## config.mk

```make
export PLATFORM = sky130hd
export DESIGN_NAME = mem_misalign_ctrl
export DESIGN_NICKNAME = d
export VERILOG_FILES = /design/src/rtl/mem_misalign_ctrl.sv
export SDC_FILE = /design/constraint.sdc
export NUM_CORES = 1
export LEC_CHECK = 0
export BUFFER_PORTS_ARGS = -buffer_cell sky130_fd_sc_hd__buf_2
export CORE_MARGIN = 2
export CORE_UTILIZATION = 55
export CTS_BUF_LIST = sky130_fd_sc_hd__clkbuf_4 sky130_fd_sc_hd__clkbuf_8
export DETAILED_ROUTE_END_ITERATION = 8
export MAX_ROUTING_LAYER = met4
export PLACE_DENSITY = 0.92
export SLEW_MARGIN = 25
export SYNTH_ARGS = -nofsm -noshare
export SYNTH_HDL_FRONTEND = slang
export SYNTH_SLANG_ARGS = --single-unit
```

## constraint.sdc

```tcl
create_clock -name clk -period 6 [get_ports clk]
set_input_delay 1.2 -clock clk [delete_from_list [all_inputs] [get_ports clk]]
set_output_delay 1.2 -clock clk [all_outputs]
set_load 0.005 [all_outputs]
```

## src/rtl/mem_misalign_ctrl.sv

```systemverilog
// Memory-stage access controller. Splits word-crossing accesses into two aligned BRAM accesses and assembles/extends load data.
// Optional: define MEM_MISALIGN_TRAP_EN to trap word-crossing requests instead of splitting them.
module mem_misalign_ctrl #(
  parameter int unsigned CNT_W = 16
) (
  input  logic             clk,
  input  logic             rst,
  input  logic             en_i,
  input  logic             clear_i,
  input  logic             req_load_i,
  input  logic             req_store_i,
  input  logic [2:0]       req_funct3_i,
  input  logic [31:0]      req_addr_i,
  input  logic [31:0]      req_wdata_i,
  output logic [31:0]      mem_a_o,
  output logic [31:0]      mem_wd_o,
  output logic [3:0]       mem_we_o,
  input  logic [31:0]      mem_rd_i,
  output logic             stall_o,
  output logic [31:0]      load_data_o,
  output logic             load_valid_o,
  output logic [CNT_W-1:0] split_cnt_o
`ifdef MEM_MISALIGN_TRAP_EN
  ,
  output logic             misalign_trap_o
`endif
);

  typedef enum logic {IDLE, SECOND} state_t;

  state_t           state_q, state_d;
  logic [31:0]      low_q;
  logic             pend_load_q, pend_merge_q;
  logic [1:0]       pend_off_q;
  logic [2:0]       pend_f3_q;
  logic [CNT_W-1:0] cnt_q;

  logic [1:0] off;
  logic [2:0] size;
  logic [3:0] mask;
  logic [2:0] hi_sh;
  logic       split, is_store, is_load, req_any;
  logic       issue_load, issue_merge, cnt_inc;
`ifdef MEM_MISALIGN_TRAP_EN
  logic       trap_d, trap_q;
`endif

  assign off      = req_addr_i[1:0];
  assign hi_sh    = 3'd4 - {1'b0, off};
  assign split    = ({1'b0, off} + size) > 3'd4;
  assign is_store = req_store_i;
  assign is_load  = req_load_i & ~req_store_i;
  // Reset is folded in so the combinational outputs read idle while reset is held.
  assign req_any  = (req_load_i | req_store_i) & en_i & ~clear_i & ~rst;

  always_comb begin
    case (req_funct3_i[1:0])
      2'b00:   begin size = 3'd1; mask = 4'h1; end
      2'b01:   begin size = 3'd2; mask = 4'h3; end
      default: begin size = 3'd4; mask = 4'hF; end
    endcase
  end

  always_comb begin
    state_d     = state_q;
    mem_a_o     = req_addr_i;
    mem_wd_o    = req_wdata_i;
    mem_we_o    = '0;
    stall_o     = 1'b0;
    issue_load  = 1'b0;
    issue_merge = 1'b0;
    cnt_inc     = 1'b0;
`ifdef MEM_MISALIGN_TRAP_EN
    trap_d      = 1'b0;
`endif
    case (state_q)
      IDLE: begin
        if (split) begin
`ifdef MEM_MISALIGN_TRAP_EN
          trap_d  = req_any;
          cnt_inc = req_any;
`else
          mem_a_o  = {req_addr_i[31:2], 2'b00};
          mem_wd_o = req_wdata_i << {off, 3'b000};
          mem_we_o = (req_any && is_store) ? (mask << off) : '0;
          stall_o  = req_any;
          if (req_any) state_d = SECOND;
`endif
        end else begin
          mem_we_o   = (req_any && is_store) ? mask : '0;
          issue_load = req_any & is_load;
        end
      end
      SECOND: begin
        mem_a_o  = {req_addr_i[31:2] + 30'd1, 2'b00};
        mem_wd_o = req_wdata_i >> {hi_sh, 3'b000};
        state_d  = IDLE;
        if (en_i && !clear_i) begin
          mem_we_o    = is_store ? (mask >> hi_sh) : '0;
          issue_merge = is_load;
          cnt_inc     = 1'b1;
        end
      end
      default: state_d = IDLE;
    endcase
  end

  always_ff @(posedge clk or posedge rst) begin
    if (rst) begin
      state_q      <= IDLE;
      low_q        <= '0;
      pend_load_q  <= 1'b0;
      pend_merge_q <= 1'b0;
      pend_off_q   <= '0;
      pend_f3_q    <= '0;
      cnt_q        <= '0;
    end else if (en_i) begin
      state_q      <= state_d;
      if (state_q == SECOND) low_q <= mem_rd_i;
      pend_load_q  <= issue_load | issue_merge;
      pend_merge_q <= issue_merge;
      pend_off_q   <= off;
      pend_f3_q    <= req_funct3_i;
      if (cnt_inc && (cnt_q != '1)) cnt_q <= cnt_q + 1'b1;
    end
  end

`ifdef MEM_MISALIGN_TRAP_EN
  always_ff @(posedge clk or posedge rst) begin
    if (rst) trap_q <= 1'b0;
    else     trap_q <= trap_d;
  end
  assign misalign_trap_o = trap_q;
`endif

  logic [63:0] win;
  logic [31:0] sh32;

  // The merge window puts the high word above the captured low word, so one shift covers both cases.
  always_comb begin
    win  = pend_merge_q ? {mem_rd_i, low_q} : {32'h0, mem_rd_i};
    sh32 = 32'(win >> {pend_off_q, 3'b000});
    case (pend_f3_q[1:0])
      2'b00:   load_data_o = {{24{~pend_f3_q[2] & sh32[7]}}, sh32[7:0]};
      2'b01:   load_data_o = {{16{~pend_f3_q[2] & sh32[15]}}, sh32[15:0]};
      default: load_data_o = sh32;
    endcase
  end

  assign load_valid_o = pend_load_q & en_i;
  assign split_cnt_o  = cnt_q;

endmodule

```

==> out/results.txt, run 1 <==
The run finished with clean final reports. CTS saw 56 sinks. The worst stage delay on the critical path was 0.40 ns; the average wire per standard cell was 19.4 um. The logs give 0 for the DRC violation count after routing and 199 MHz for the timing-limited maximum frequency. In this run the static leakage power is 3.46 nW.

Of all cell types, the one taking the most synthesized area is sky130_fd_sc_hd__dfrtp_1. The number of gates resized after CTS was 0. The die covers 11100 um^2. Across all layers, the routed design uses 6294 vias.

After synthesis, the most frequently instantiated cells are 73 x sky130_fd_sc_hd__nand2_1, 57 x sky130_fd_sc_hd__mux2i_1, 56 x sky130_fd_sc_hd__dfrtp_1. Layout-stage area growth over the synthesis result: 23.0%. The setup skew after layout is 0.00343 ns.

Walking the worst path, the cells encountered are buf_2 > inv_1 > ha_1 > nor2b_1 > nand2b_1 > nor2_1 > buf_4 > a21o_1 > a221o_1 > buf_2. Setup slack on the worst reg-to-reg path comes out at 3.19 ns. Counting along the longest clock path gives a buffer depth of 2.

The proportion of synthesized flip-flops having asynchronous set or reset was 100%; the number of iterations in the first detailed-routing pass was 5. Global routing consumed, over all layers together, 34.3% of the routing resources. The worst setup path is captured at an output port. The actual transition at the worst max-transition pin is 0.819 ns. Clock-pin slew was measured on the worst setup and hold paths at 0.10 ns. The buffer type at the clock tree root was sky130_fd_sc_hd__clkbuf_8. The average instance in the mapped netlist occupies 8.59 um^2.

The number of different library cells used by synthesis comes to 47. The slowest cell on the critical path was sky130_fd_sc_hd__buf_2. After routing, the total negative slack on setup checks comes to 0 ns. The run gives 5870 as the via count of the first global-routing pass. The setup slack of the critical path after layout is 0.976 ns. Entering global routing, the biggest net connects 58 pins.

Across the VDD grid, the largest voltage drop is 227 uV. For the initial DRC count, the log shows 613. The detail route stage leaves a number of antenna-violating nets equal to 0. The critical path in this run is classified as input port to output port. The routed design has 19300 um of wire.

The worst-path maximum fanout is 22. The congestion estimate from routability-driven global placement came to 1.10. For the pre-CTS setup slack, the log shows 1.02 ns. Summing every instance area after synthesis gives 5670 um^2. The final count of negative-setup-slack endpoints was 0; the number of core rows was 37. The first global-routing pass estimated 30200 um of wire. For the total count of max-transition violations in the final report, the log shows 0. Using the TritonRoute via totals, the vias-per-cell ratio works out to 6.33. The logs give 5 for the number of buffers created by CTS and 0 for the initial antenna violation count. The placed wire-length estimate was 14300 um.

After synthesis, the cell types taking the most area are sky130_fd_sc_hd__dfrtp_1 25%, sky130_fd_sc_hd__mux2i_1 10%, sky130_fd_sc_hd__mux2_2 8.1%. The synthesized net count was 771. After layout, the design draws a total of 1.44 mW.

The run gives 24.7% as the register area share after synthesis. The floorplan step defined a core boundary enclosing 10200 um^2. The path class of the tightest hold or removal check is register to register.

TritonCTS built the clock tree. The number of antenna diodes in the final layout is 0. For the endpoint required time on the critical path, the log shows 4.80 ns.

The die height is 106 um, and the power density over cell area is 206 nW/um^2. 223 I/O pins were placed. The horizontal extent of the die is 106 um. The most used flip-flop cell after synthesis is sky130_fd_sc_hd__dfrtp_1. The cell repeated most along the worst path was sky130_fd_sc_hd__buf_2. After detailed placement, the total cell area comes to 6860 um^2. For the worst setup path, the data arrival time is 3.82 ns. In the final design database the tool counted 968 nets. Of the available clock period, the critical path in the final layout requires 83.7%. Number of hold violations in the final report: 0. The count of H-tree levels built during CTS came out at 2. The share of post-route cells with drive strength above 1 was 36.1%. Setup repair after global routing left no endpoint under its margin. Max-cap violations in this run came to 0. The top cell type by area accounts for 24.7% of the synthesized area. The clock latency on the worst-skew pair was 0.32 ns; the post-synthesis cell count was 660. The final period demand of the worst path was 5.02 ns; the number of enable flip-flop cells after synthesis was 0. The initial core utilization was 55.7%. Once layout is done, the placed cells without fillers occupy 6970 um^2. STA classifies the critical path startpoint as an input port.

The relative slew slack came out at 45.4%. Once the clock tree was built, the setup fixing pass inserted 0 buffers. By instance count, the leading cell after synthesis is sky130_fd_sc_hd__nand2_1. During synthesis, Yosys emitted a total of 0 warnings. The worst-case hold slack is 0.487 ns.

For this design, the CTS-stage hold fixing added 0 buffers. During placement, the flow inserted port buffers numbering 222. Summed over all layers, the global routing overflow is 0.

Synthesis inferred 56 register bits.
-- cells by family (layout without fill, tap and decap cells) --
group / after synthesis / after routing / synth area share, %
buf+inv: 67 / 265 / 4.97
fa+ha+maj: 6 / 6 / 1.46
mux: 115 / 115 / 25.0
flops: 56 / 56 / 24.7
xor+xnor: 45 / 45 / 6.95
compound gates: 159 / 159 / 18.9
simple gates: 212 / 212 / 18.0
-- area by class of cell --
type	instances	area, um^2
multi-input cells	537	3990
fillers	873	3210
flip-flops and latches	56	1400
repair buffers	237	1220
well taps	136	170
inverters	20	75.1
clock buffers	5	68.8
clock inverters	3	42.5
-- final timing paths --
kind                                     from              end  cells after the start
worst max-delay path            req_addr_i[1]      mem_wd_o[6]                     10
worst min-delay path              pend_load_q      pend_load_q                      2
worst max register to register        state_q  split_cnt_o[15]                      7
worst min register to register    pend_load_q      pend_load_q                      2
max in group asynchronous                 rst    pend_off_q[0]                      3
min in group asynchronous                 rst   split_cnt_o[3]                      3
-- report_power, final --
group	internal (mW)	leakage, nW	total [mW]	switching (mW)
Clock	0.124	0.0541	0.254	0.130
Combinational	0.322	2.70	0.612	0.291
Sequential	0.478	0.706	0.572	0.0941
Total	0.923	3.46	1.44	0.515
-- registers in the layout (all words and copies together) (netlist names) --
| name | count |
|---|---|
| pend_merge_q | 1 |
| state_q | 1 |
| split_cnt_o | 16 |
| low_q | 32 |
| pend_load_q | 1 |
| pend_off_q | 2 |
| pend_f3_q | 3 |
-- cells in the final DEF (no fill, tap or decap), drive strengths merged, types with 3 or more instances in the layout --
cell     netlist  layout
buf           19     237
nand2         73      73
mux2i         57      57
dfrtp         56      56
mux2          41      41
nor2          40      40
xnor2         36      36
o21ai         36      36
nand3         28      28
a21o          24      24
a21oi         23      23
o22ai         21      21
inv           20      20
mux4          17      17
and3          15      15
nand4         14      14
a211oi        12      12
nor3           9       9
xor2           9       9
o31ai          8       8
nor2b          8       8
a22oi          8       8
a221o          8       8
a221oi         7       7
and4           5       5
nor3b          5       5
ha             5       5
clkbuf        28       5
and2           4       4
o2bb2ai        3       3
or3            3       3
nor4           3       3
-- stage by stage --
stage / utilization, % / std cells
2_1_floorplan: - / 660
3_3_place_gp: 67.3 / 986
3_5_place_dp: 67.4 / 986
4_1_cts: 68.5 / 994
5_1_grt: 68.5 / 994
6_report: 68.5 / 994
-- per-layer routing --
metal,global-route usage [%],part of all wire (%),up-vias
li1,-,-,2843
met3,4.76,9.5,58
met1,42.8,38,2953
met2,56.0,48,440
met5,-,0,-
met4,14.8,3.8,0
-- worst max-delay path, delay by kind of cell --
family,cells,cell delay (ns)
compound gates,2,0.51
buf+inv,4,0.99
simple gates,3,0.84
fa+ha+maj,1,0.28
No activity file was read; power rests on OpenSTA's default activity.
==> run 2, diff against run 1 <==
--- a/config.mk
+++ b/config.mk
@@ -5,13 +5,14 @@
 export SDC_FILE = /design/constraint.sdc
 export NUM_CORES = 1
 export LEC_CHECK = 0
+export ABC_AREA = 1
 export BUFFER_PORTS_ARGS = -buffer_cell sky130_fd_sc_hd__buf_2
 export CORE_MARGIN = 2
-export CORE_UTILIZATION = 55
+export CORE_UTILIZATION = 53
 export CTS_BUF_LIST = sky130_fd_sc_hd__clkbuf_4 sky130_fd_sc_hd__clkbuf_8
 export DETAILED_ROUTE_END_ITERATION = 8
 export MAX_ROUTING_LAYER = met4
-export PLACE_DENSITY = 0.92
+export PLACE_DENSITY = 0.87
 export SLEW_MARGIN = 25
 export SYNTH_ARGS = -nofsm -noshare
 export SYNTH_HDL_FRONTEND = slang
==> constraint.sdc (replaced) <==
create_clock -name clk -period 4.8 [get_ports clk]
set_input_delay 0.96 -clock clk [delete_from_list [all_inputs] [get_ports clk]]
set_output_delay 0.96 -clock clk [all_outputs]
set_load 0.005 [all_outputs]
==> run 2 against run 1 <==
Against the previous run: worst setup slack got worse by 0.48 ns; die area grew 19%; hold slack improved by 0.0049 ns; via count increased by 31%; cell area grew 11%; highest routed layer unchanged; clock skew up 0.0026 ns; synthesized cell count increased by 72%; sequential share of layout area down 2.0 points; count of clock-buffer cells in the layout grew 1.
==> out/results.txt, run 2 <==
The largest area contributor in the netlist was sky130_fd_sc_hd__dfrtp_1 (unchanged). Worst-path maximum fanout: 16 (was 22). Slowest cell on the critical path: sky130_fd_sc_hd__nor2_1 (was sky130_fd_sc_hd__buf_2). The run finished with clean final reports.

The share of post-route cells with drive strength above 1 was 20.7% (was 36.1%). The number of core rows is 40 (was 37), and the final standard cell area without fillers is 7720 um^2 (was 6970 um^2). The global-route wire length before repair is 33400 um (was 30200 um). The worst stage delay on the critical path is 0.55 ns (was 0.40 ns). The via count of the first global-routing pass was 7253 (was 5870). The total length of routed wires is 20600 um (was 19300 um), and the setup skew after layout is 0.00606 ns (was 0.00343 ns). The most frequent cell after synthesis was sky130_fd_sc_hd__nand2_1 (unchanged). The tools report the initial antenna violation count as 2 (was 0). The global placer's final weighted congestion was 0.964 (was 1.10). The flip-flop count of the largest register, all copies and words added works out to 32 (unchanged). The tools report the buffer type at the clock tree root as sky130_fd_sc_hd__clkbuf_8 (unchanged). The horizontal extent of the die was 115 um (was 106 um); the leakage component of the power was 4.14 nW (was 3.46 nW). The average wire per standard cell came out at 13.9 um (was 19.4 um).

Setup repair after global routing left no endpoint under its margin. Type of the worst min-delay path: register to register (unchanged). The number of buffer cells added on primary ports works out to 222 (unchanged).

The setup slack of the critical path after layout was 0.501 ns (was 0.976 ns); the post-cts resize count was 0 (unchanged). The initial core utilization came out at 54.5% (was 55.7%). The logs give 15400 um (was 14300 um) for the placed wire-length estimate and 3.34 ns (was 3.82 ns) for the endpoint arrival time on the critical path.

For the number of buffers created by CTS, the log shows 5 (unchanged). The count of max-cap constraint violations was 0 (unchanged). The start-to-end type of the worst setup path is input port to output port (unchanged). The logs give 0.539 ns (was 1.02 ns) for the pre-CTS setup slack and 233 MHz for the timing-limited maximum frequency.

For the initial DRC count, the log shows 869 (was 613). The actual transition at the worst max-transition pin was 0.876 ns (was 0.819 ns). The distinct cell type count of the synthesized netlist is 41 (was 47), and the die footprint is 13300 um^2 (was 11100 um^2).

The startpoint type of the worst setup path is an input port (unchanged). The worst IR drop on VDD came out at 135 uV (was 227 uV). The residual antenna-violating net count after detailed routing was 0 (unchanged).

Count of state elements after synthesis: 56 (unchanged). Worst path cell trace: buf_2 > nor2_1 > ha_1 > inv_1 > fa_1 > nand2_1 > nand3_2 > nor2_1 > nand3_1 > o221ai_1 > buf_2 (was buf_2 > inv_1 > ha_1 > nor2b_1 > nand2b_1 > nor2_1 > buf_4 > a21o_1 > a221o_1 > buf_2). The number of sinks driven by the clock tree was 56 (unchanged); the instance area at placement was 7630 um^2 (was 6860 um^2). TritonCTS built the clock tree. The proportion of synthesized flip-flops having asynchronous set or reset is 100% (unchanged). The total of fill cells in the finished design was 1184 (was 873); the final period demand of the worst path was 4.30 ns. The fraction of the cycle the final worst path needs was 89.6%; the number of iterations in the first detailed-routing pass was 6 (was 5).

The run gives 0 (unchanged) as the total setup buffers inserted after CTS. The logs give 8219 (was 6294) for the overall via count from detail_route and 2 (unchanged) for the largest buffer count on any clock path. The most common cell after layout, fill and taps aside was sky130_fd_sc_hd__nand2_1 (was sky130_fd_sc_hd__buf_2). Register area share after synthesis: 21.3% (was 24.7%).

For the placeable core region, the log shows 12100 um^2 (was 10200 um^2). The capturing element type of the critical path was an output port (unchanged). Most used cells in the layout excluding fill and tap cells: 369 x sky130_fd_sc_hd__nand2_1, 222 x sky130_fd_sc_hd__buf_2, 143 x sky130_fd_sc_hd__o21ai_0, 116 x sky130_fd_sc_hd__inv_1, 107 x sky130_fd_sc_hd__nand3_1 (was 222 x sky130_fd_sc_hd__buf_2, 73 x sky130_fd_sc_hd__nand2_1, 57 x sky130_fd_sc_hd__mux2i_1, 55 x sky130_fd_sc_hd__dfrtp_1, 41 x sky130_fd_sc_hd__mux2_2). The count of H-tree levels built during CTS was 2 (unchanged); the netlist area before placement was 6570 um^2 (was 5670 um^2).

The logs give 0.31 ns (was 0.32 ns) for the clock latency on the worst-skew pair and 0 (unchanged) for the number of hold violations in the final report. Top area cells in the synthesized netlist: sky130_fd_sc_hd__dfrtp_1 21%, sky130_fd_sc_hd__nand2_1 21%, sky130_fd_sc_hd__o21ai_0 11% (was sky130_fd_sc_hd__dfrtp_1 25%, sky130_fd_sc_hd__mux2i_1 10%, sky130_fd_sc_hd__mux2_2 8.1%). The top-area cell type share of the netlist area was 21.3% (was 24.7%). The remaining global-route overflow is 0 (unchanged).

The die height came out at 115 um (was 106 um). Commonest cells post-synth: 369 x sky130_fd_sc_hd__nand2_1, 143 x sky130_fd_sc_hd__o21ai_0, 117 x sky130_fd_sc_hd__inv_1 (was 73 x sky130_fd_sc_hd__nand2_1, 57 x sky130_fd_sc_hd__mux2i_1, 56 x sky130_fd_sc_hd__dfrtp_1). For the number of top-level pins, the log shows 223 (unchanged).

Relative slew slack: 41.5% (was 45.4%). The final count of negative-setup-slack endpoints was 0 (unchanged); the number of enable flip-flop cells after synthesis was 0 (unchanged). The tools report the total count of max-transition violations in the final report as 0 (unchanged). For the net count reported at finish, the log shows 1421 (was 968).

The global-route total usage across every layer came out at 30.9% (was 34.3%). For the number of hold-repair buffers added at the cts stage, the log shows 0 (unchanged). The clock transition time at the flip-flop clock pins of the worst setup and hold paths was 0.09 ns (was 0.10 ns). The run gives 60 (was 58) as the maximum number of pins on one net before global-route repair. The post-synthesis cell count is 1134 (was 660), and the post-synthesis area per instance is 5.79 um^2 (was 8.59 um^2). The most frequently used flop master after synthesis is sky130_fd_sc_hd__dfrtp_1 (unchanged). The layout-stage area growth over the synthesis result is 17.6% (was 23.0%), and the power density over cell area is 210 nW/um^2 (was 206 nW/um^2).

The ratio of routed vias to standard cells is 5.55 (was 6.33), and the synthesized net count is 1245 (was 771). The run gives 0 ns (unchanged) as the setup TNS. For the DRC violation count after routing, the log shows 0 (unchanged). The largest register by flop count was low_q (unchanged). The logs give 0 (unchanged) for the yosys synthesis warning count and 3.84 ns (was 4.80 ns) for the endpoint required time on the critical path.
-- run 2: cell types whose count changed in the layout (fill, tap and decap cells not counted), sizes merged, moves of 15 or more --
cell    change
nand3      +81
nand2     +303
mux2       -41
o21ai     +109
mux2i      -52
and3       -15
inv       +102
o211ai     +32
nor2       +51
o22ai      -20
xnor2      -24
mux4       -17
a21o       -24
-- run 2: metrics by stage --
step	power, mW	instances	utilization, %	hold WS, ns
5_1_grt	1.75	1481	64.0	0.512
4_1_cts	1.63	1479	64.0	0.493
2_1_floorplan	1.08	1134	-	0.449
6_report	1.62	1481	64.0	0.492
3_3_place_gp	1.34	1471	63.2	0.461
3_5_place_dp	1.36	1471	63.2	0.469
-- run 2: layout make-up --
cell class                 count  area (um^2)  area share [%]
inverter                     123          464            6.01
clock buffer                   6         82.6            1.07
antenna                        2         5.00          0.0648
timing repair buffer         233         1190            15.5
multi-input combinational    891         4360            56.4
tap                          168          210            2.72
sequential                    56         1400            18.2
clock inverter                 2         10.0           0.130
-- run 2: per-layer routing --
layer	vias up	wire (um)	GRT usage, %
met3	39	1920	4.22
met5	-	0	-
met1	3631	8650	40.8
met4	0	483	9.48
li1	4073	-	-
met2	476	9510	49.3
-- run 2: cells by family after synthesis --
family,after synthesis,share of synthesized area (%)
AND/OR/NAND/NOR,615,39.6
AO/OA/AOI/OAI,236,20.8
buffers and inverters,187,12.4
flip-flops,56,21.3
XOR/XNOR,29,3.87
adder cells (fa/ha/maj),6,1.26
multiplexers,5,0.762
-- run 2: critical path: cells and delay by family --
family | cells | cell delay [ns]
AND/OR/NAND/NOR | 5 | 1.27
buffers and inverters | 3 | 0.38
AO/OA/AOI/OAI | 1 | 0.11
adder cells (fa/ha/maj) | 2 | 0.61
-- run 2: path summary, 6_finish.rpt --
path	start	endpoint	slack, ns	depth (start not counted)
setup / recovery	req_funct3_i[1]	mem_wd_o[24]	0.50	11
hold / removal	low_q[7]	low_q[7]	0.49	2
setup reg to reg	state_q	split_cnt_o[4]	2.40	7
hold reg to reg	low_q[7]	low_q[7]	0.49	2
max in group asynchronous	rst	pend_merge_q	3.44	3
min in group asynchronous	rst	state_q	0.86	3
-- run 2: where the power goes --
group	internal (mW)	total (mW)	switching (mW)
logic	0.282	0.706	0.425
registers	0.582	0.649	0.0664
clock network	0.116	0.270	0.154
total	0.980	1.62	0.645
==> run 3, diff against run 2 <==
--- a/config.mk
+++ b/config.mk
@@ -5,14 +5,13 @@
 export SDC_FILE = /design/constraint.sdc
 export NUM_CORES = 1
 export LEC_CHECK = 0
-export ABC_AREA = 1
 export BUFFER_PORTS_ARGS = -buffer_cell sky130_fd_sc_hd__buf_2
 export CORE_MARGIN = 2
-export CORE_UTILIZATION = 53
+export CORE_UTILIZATION = 51
 export CTS_BUF_LIST = sky130_fd_sc_hd__clkbuf_4 sky130_fd_sc_hd__clkbuf_8
 export DETAILED_ROUTE_END_ITERATION = 8
 export MAX_ROUTING_LAYER = met4
-export PLACE_DENSITY = 0.87
+export PLACE_DENSITY = 0.86
 export SLEW_MARGIN = 25
 export SYNTH_ARGS = -nofsm -noshare
 export SYNTH_HDL_FRONTEND = slang
==> run 3 against run 2 <==
Against the previous run: hold slack gained 0.022 ns; fmax shrank 1.9%; non-clock buffer count rose by 7; global-route usage shrank 0.72 points; sequential cell count unchanged; first-iteration DRC count fell by 60%; critical path depth down 1; wire length fell by 12%; critical path type unchanged; clock skew is essentially flat; sequential power increased by 8.5%; power increased by 7.4%.
==> out/results.txt, run 3 (synthesis gave the netlist of run 1 again) <==
The flow ran to the end, and the final reports show no timing, DRC or antenna violations. The fraction of power spent switching nets works out to 35.9% (was 39.7%). The tools report the total of fill cells in the finished design as 920 (was 1184). The start-to-end type of the worst setup path was input port to output port (unchanged). Most common cell after layout, fill and taps aside: sky130_fd_sc_hd__buf_2 (was sky130_fd_sc_hd__nand2_1).

Setup repair after global routing left no endpoint under its margin. The DRC violation count after routing was 0 (unchanged). The initial core utilization is 52.3% (was 54.5%), and the layout-stage area growth over the synthesis result is 23.3% (was 17.6%).

The launch instance of the worst min-delay path was pend_load_q (was low_q[7]). For the placed wire-length estimate, the log shows 13600 um (was 15400 um). The global routing usage on met2 came out at 48.7% (was 49.3%). Actual transition at the worst max-transition pin: 0.825 ns (was 0.876 ns). The depth of the worst register-to-register path was 6 (was 7); the number of sinks driven by the clock tree was 56 (unchanged). The tools report the pre-CTS setup slack as 0.465 ns (was 0.539 ns).

The number of buffer cells added on primary ports came out at 222 (unchanged). The run gives 5 (was 6) as the number of iterations in the first detailed-routing pass. The met1 global-route usage is 36.6% (was 40.8%).

For the initial antenna violation count, the log shows 1 (was 2). The final period demand of the worst path is 4.38 ns (was 4.30 ns). The logs give 0.626 mW (was 0.645 mW) for the switching power summed over all nets and 44.0% (was 43.5%) for the share of power burned in combinational logic.

The fraction of the cycle the final worst path needs was 91.3% (was 89.6%); the total count of max-transition violations in the final report was 0 (unchanged). The number of core rows was 38 (was 40). Total setup buffers inserted after CTS: 0 (unchanged).

The setup slack of the critical path after layout is 0.418 ns (was 0.501 ns). The run gives 1.04 (was 0.964) as the global placer's final weighted congestion. For the leakage component of the power, the log shows 3.47 nW (was 4.14 nW). The power density over cell area is 250 nW/um^2 (was 210 nW/um^2). The number of hold violations in the final report was 0 (unchanged); the ratio of routed vias to standard cells was 6.17 (was 5.55).

The global-route layer with the greatest usage is met2 (unchanged). The tools report the setup TNS as 0 ns (unchanged). The placeable core region is 10800 um^2 (was 12100 um^2), and the share of post-route cells with drive strength above 1 is 36.4% (was 20.7%). The run gives 0 (unchanged) as the count of max-cap constraint violations.

The die footprint was 12000 um^2 (was 13300 um^2); the reg2reg setup slack was 1.88 ns (was 2.40 ns). The power share of the sequential group came out at 40.3% (was 39.9%). For the initial DRC count, the log shows 344 (was 869).

The type of the worst min-delay path was register to register (unchanged). The flip-flop count of the largest register, all copies and words added is 32 (unchanged), and the clock transition time at the flip-flop clock pins of the worst setup and hold paths is 0.10 ns (was 0.09 ns). The number of top-level pins is 223 (unchanged), and the number of hold-repair buffers added at the cts stage is 0 (unchanged). The capturing element type of the critical path is an output port (unchanged). The global-route wire length before repair came out at 28000 um (was 33400 um). The relative slew slack was 45.0% (was 41.5%). The internal power was 1.12 mW (was 0.980 mW); the via count of the first global-routing pass was 5672 (was 7253). The endpoint arrival time on the critical path is 3.42 ns (was 3.34 ns).

The overall via count from detail_route is 6184 (was 8219), and the horizontal extent of the die is 109 um (was 115 um). Setup skew after layout: 0.00576 ns (was 0.00606 ns). Startpoint of the worst setup timing path: req_funct3_i[1] (unchanged). The endpoint of the worst register-to-register path was split_cnt_o[15] (was split_cnt_o[4]).

The count of H-tree levels built during CTS was 2 (unchanged). The die height works out to 109 um (was 115 um). The tools report the buffer type at the clock tree root as sky130_fd_sc_hd__clkbuf_8 (unchanged).

The run gives 5 (unchanged) as the number of buffers created by CTS. The logs give 2 (unchanged) for the largest buffer count on any clock path and 30.2% (was 30.9%) for the global-route total usage across every layer. The clock latency on the worst-skew pair was 0.31 ns (about the same); the average wire per standard cell was 18.1 um (was 13.9 um). The capture point of the worst path was mem_wd_o[1] (was mem_wd_o[24]).

TritonCTS built the clock tree. The run gives 0 (unchanged) as the residual antenna-violating net count after detailed routing. The logs give 229 uV (was 135 uV) for the worst IR drop on VDD and 3.84 ns (about the same) for the endpoint required time on the critical path. Launching point of the worst reg2reg path: state_q (unchanged). The global routing usage on met3 is 4.86% (was 4.22%). The final count of negative-setup-slack endpoints is 0 (unchanged), and the relative contribution of the clock network to total power is 15.7% (was 16.6%). The tools report the startpoint type of the worst setup path as an input port (unchanged). The tools report the net count reported at finish as 971 (was 1421). Worst-path maximum fanout: 9 (was 16).

The maximum number of pins on one net before global-route repair is 58 (was 60). The post-cts resize count is 0 (unchanged). The largest register by flop count was low_q (unchanged). The run gives 18100 um (was 20600 um) as the total length of routed wires.

The logs give 228 MHz (was 233 MHz) for the timing-limited maximum frequency and 0 (unchanged) for the remaining global-route overflow. Most used cells in the layout excluding fill and tap cells: 222 x sky130_fd_sc_hd__buf_2, 73 x sky130_fd_sc_hd__nand2_1, 57 x sky130_fd_sc_hd__mux2i_1, 55 x sky130_fd_sc_hd__dfrtp_1, 41 x sky130_fd_sc_hd__mux2_2 (was 369 x sky130_fd_sc_hd__nand2_1, 222 x sky130_fd_sc_hd__buf_2, 143 x sky130_fd_sc_hd__o21ai_0, 116 x sky130_fd_sc_hd__inv_1, 107 x sky130_fd_sc_hd__nand3_1).
==> run 3: cell count changes in the layout (fill, tap and decap cells not counted), moves of 32 or more <==
cell / before / now
sky130_fd_sc_hd__nor2_1: 86 / 39
sky130_fd_sc_hd__mux2i_1: 5 / 57
sky130_fd_sc_hd__inv_1: 116 / 19
sky130_fd_sc_hd__nand3_1: 107 / 28
sky130_fd_sc_hd__mux2_2: 0 / 41
sky130_fd_sc_hd__o21ai_0: 143 / 35
sky130_fd_sc_hd__o211ai_1: 33 / 1
sky130_fd_sc_hd__nand2_1: 369 / 73
==> run 3: area by class of cell <==
| type | instances | area (um^2) | area share [%] |
|---|---|---|---|
| multi-input cells | 537 | 3990 | 57.1 |
| flip-flops and latches | 56 | 1400 | 20.1 |
| repair buffers | 240 | 1250 | 17.8 |
| well taps | 140 | 175 | 2.51 |
| clock buffers | 6 | 82.6 | 1.18 |
| inverters | 20 | 75.1 | 1.07 |
| clock inverters | 2 | 13.8 | 0.197 |
| diodes | 2 | 5.00 | 0.0716 |
==> run 3: metal layers <==
layer  wire length, um  vias to the layer above
met3              1380                       67
met4               792                        0
li1                  -                     2859
met1              7010                     2934
met2              8930                      324
met5                 0                        -
==> run 3: power by group through the flow <==
stage | logic, mW | registers, mW | clock network (mW)
after floorplan | 0.509 | 0.670 | 0
after global placement | 0.746 | 0.700 | 0
after detailed placement | 0.763 | 0.710 | 0
after CTS | 0.766 | 0.701 | 0.286
after global routing | 0.843 | 0.722 | 0.303
final | 0.767 | 0.704 | 0.274
==> run 3: worst max-delay path: stages <==
cell and delay (ns):
sky130_fd_sc_hd__buf_2 0.16, sky130_fd_sc_hd__nor2_1 0.19, sky130_fd_sc_hd__ha_1 0.19, sky130_fd_sc_hd__inv_1 0.05, sky130_fd_sc_hd__fa_1 0.41, sky130_fd_sc_hd__xnor2_1 0.20
sky130_fd_sc_hd__o211ai_1 0.36, sky130_fd_sc_hd__a21o_1 0.43, sky130_fd_sc_hd__a221o_1 0.35, sky130_fd_sc_hd__buf_2 0.13
==> run 3: worst min path at each step <==
stage	endpoint	cells past startpoint	slack [ns]
after global placement	split_cnt_o[6]	1	0.48
after global routing	low_q[3]	1	0.54
final	pend_load_q	2	0.51
after CTS	low_q[6]	1	0.52
after detailed placement	low_q[6]	1	0.49
after floorplan	pend_load_q	2	0.44
==> run 3: metrics by stage <==
step	hold slack, ns	cells	instance area (um^2)	utilization (%)	power [mW]
2_1_floorplan	0.444	660	5670	-	1.18
6_report	0.514	1003	6990	64.5	1.75
4_1_cts	0.517	1001	6980	64.4	1.75
3_5_place_dp	0.493	993	6880	63.5	1.47
5_1_grt	0.539	1002	6990	64.4	1.87
3_3_place_gp	0.476	993	6880	63.5	1.45
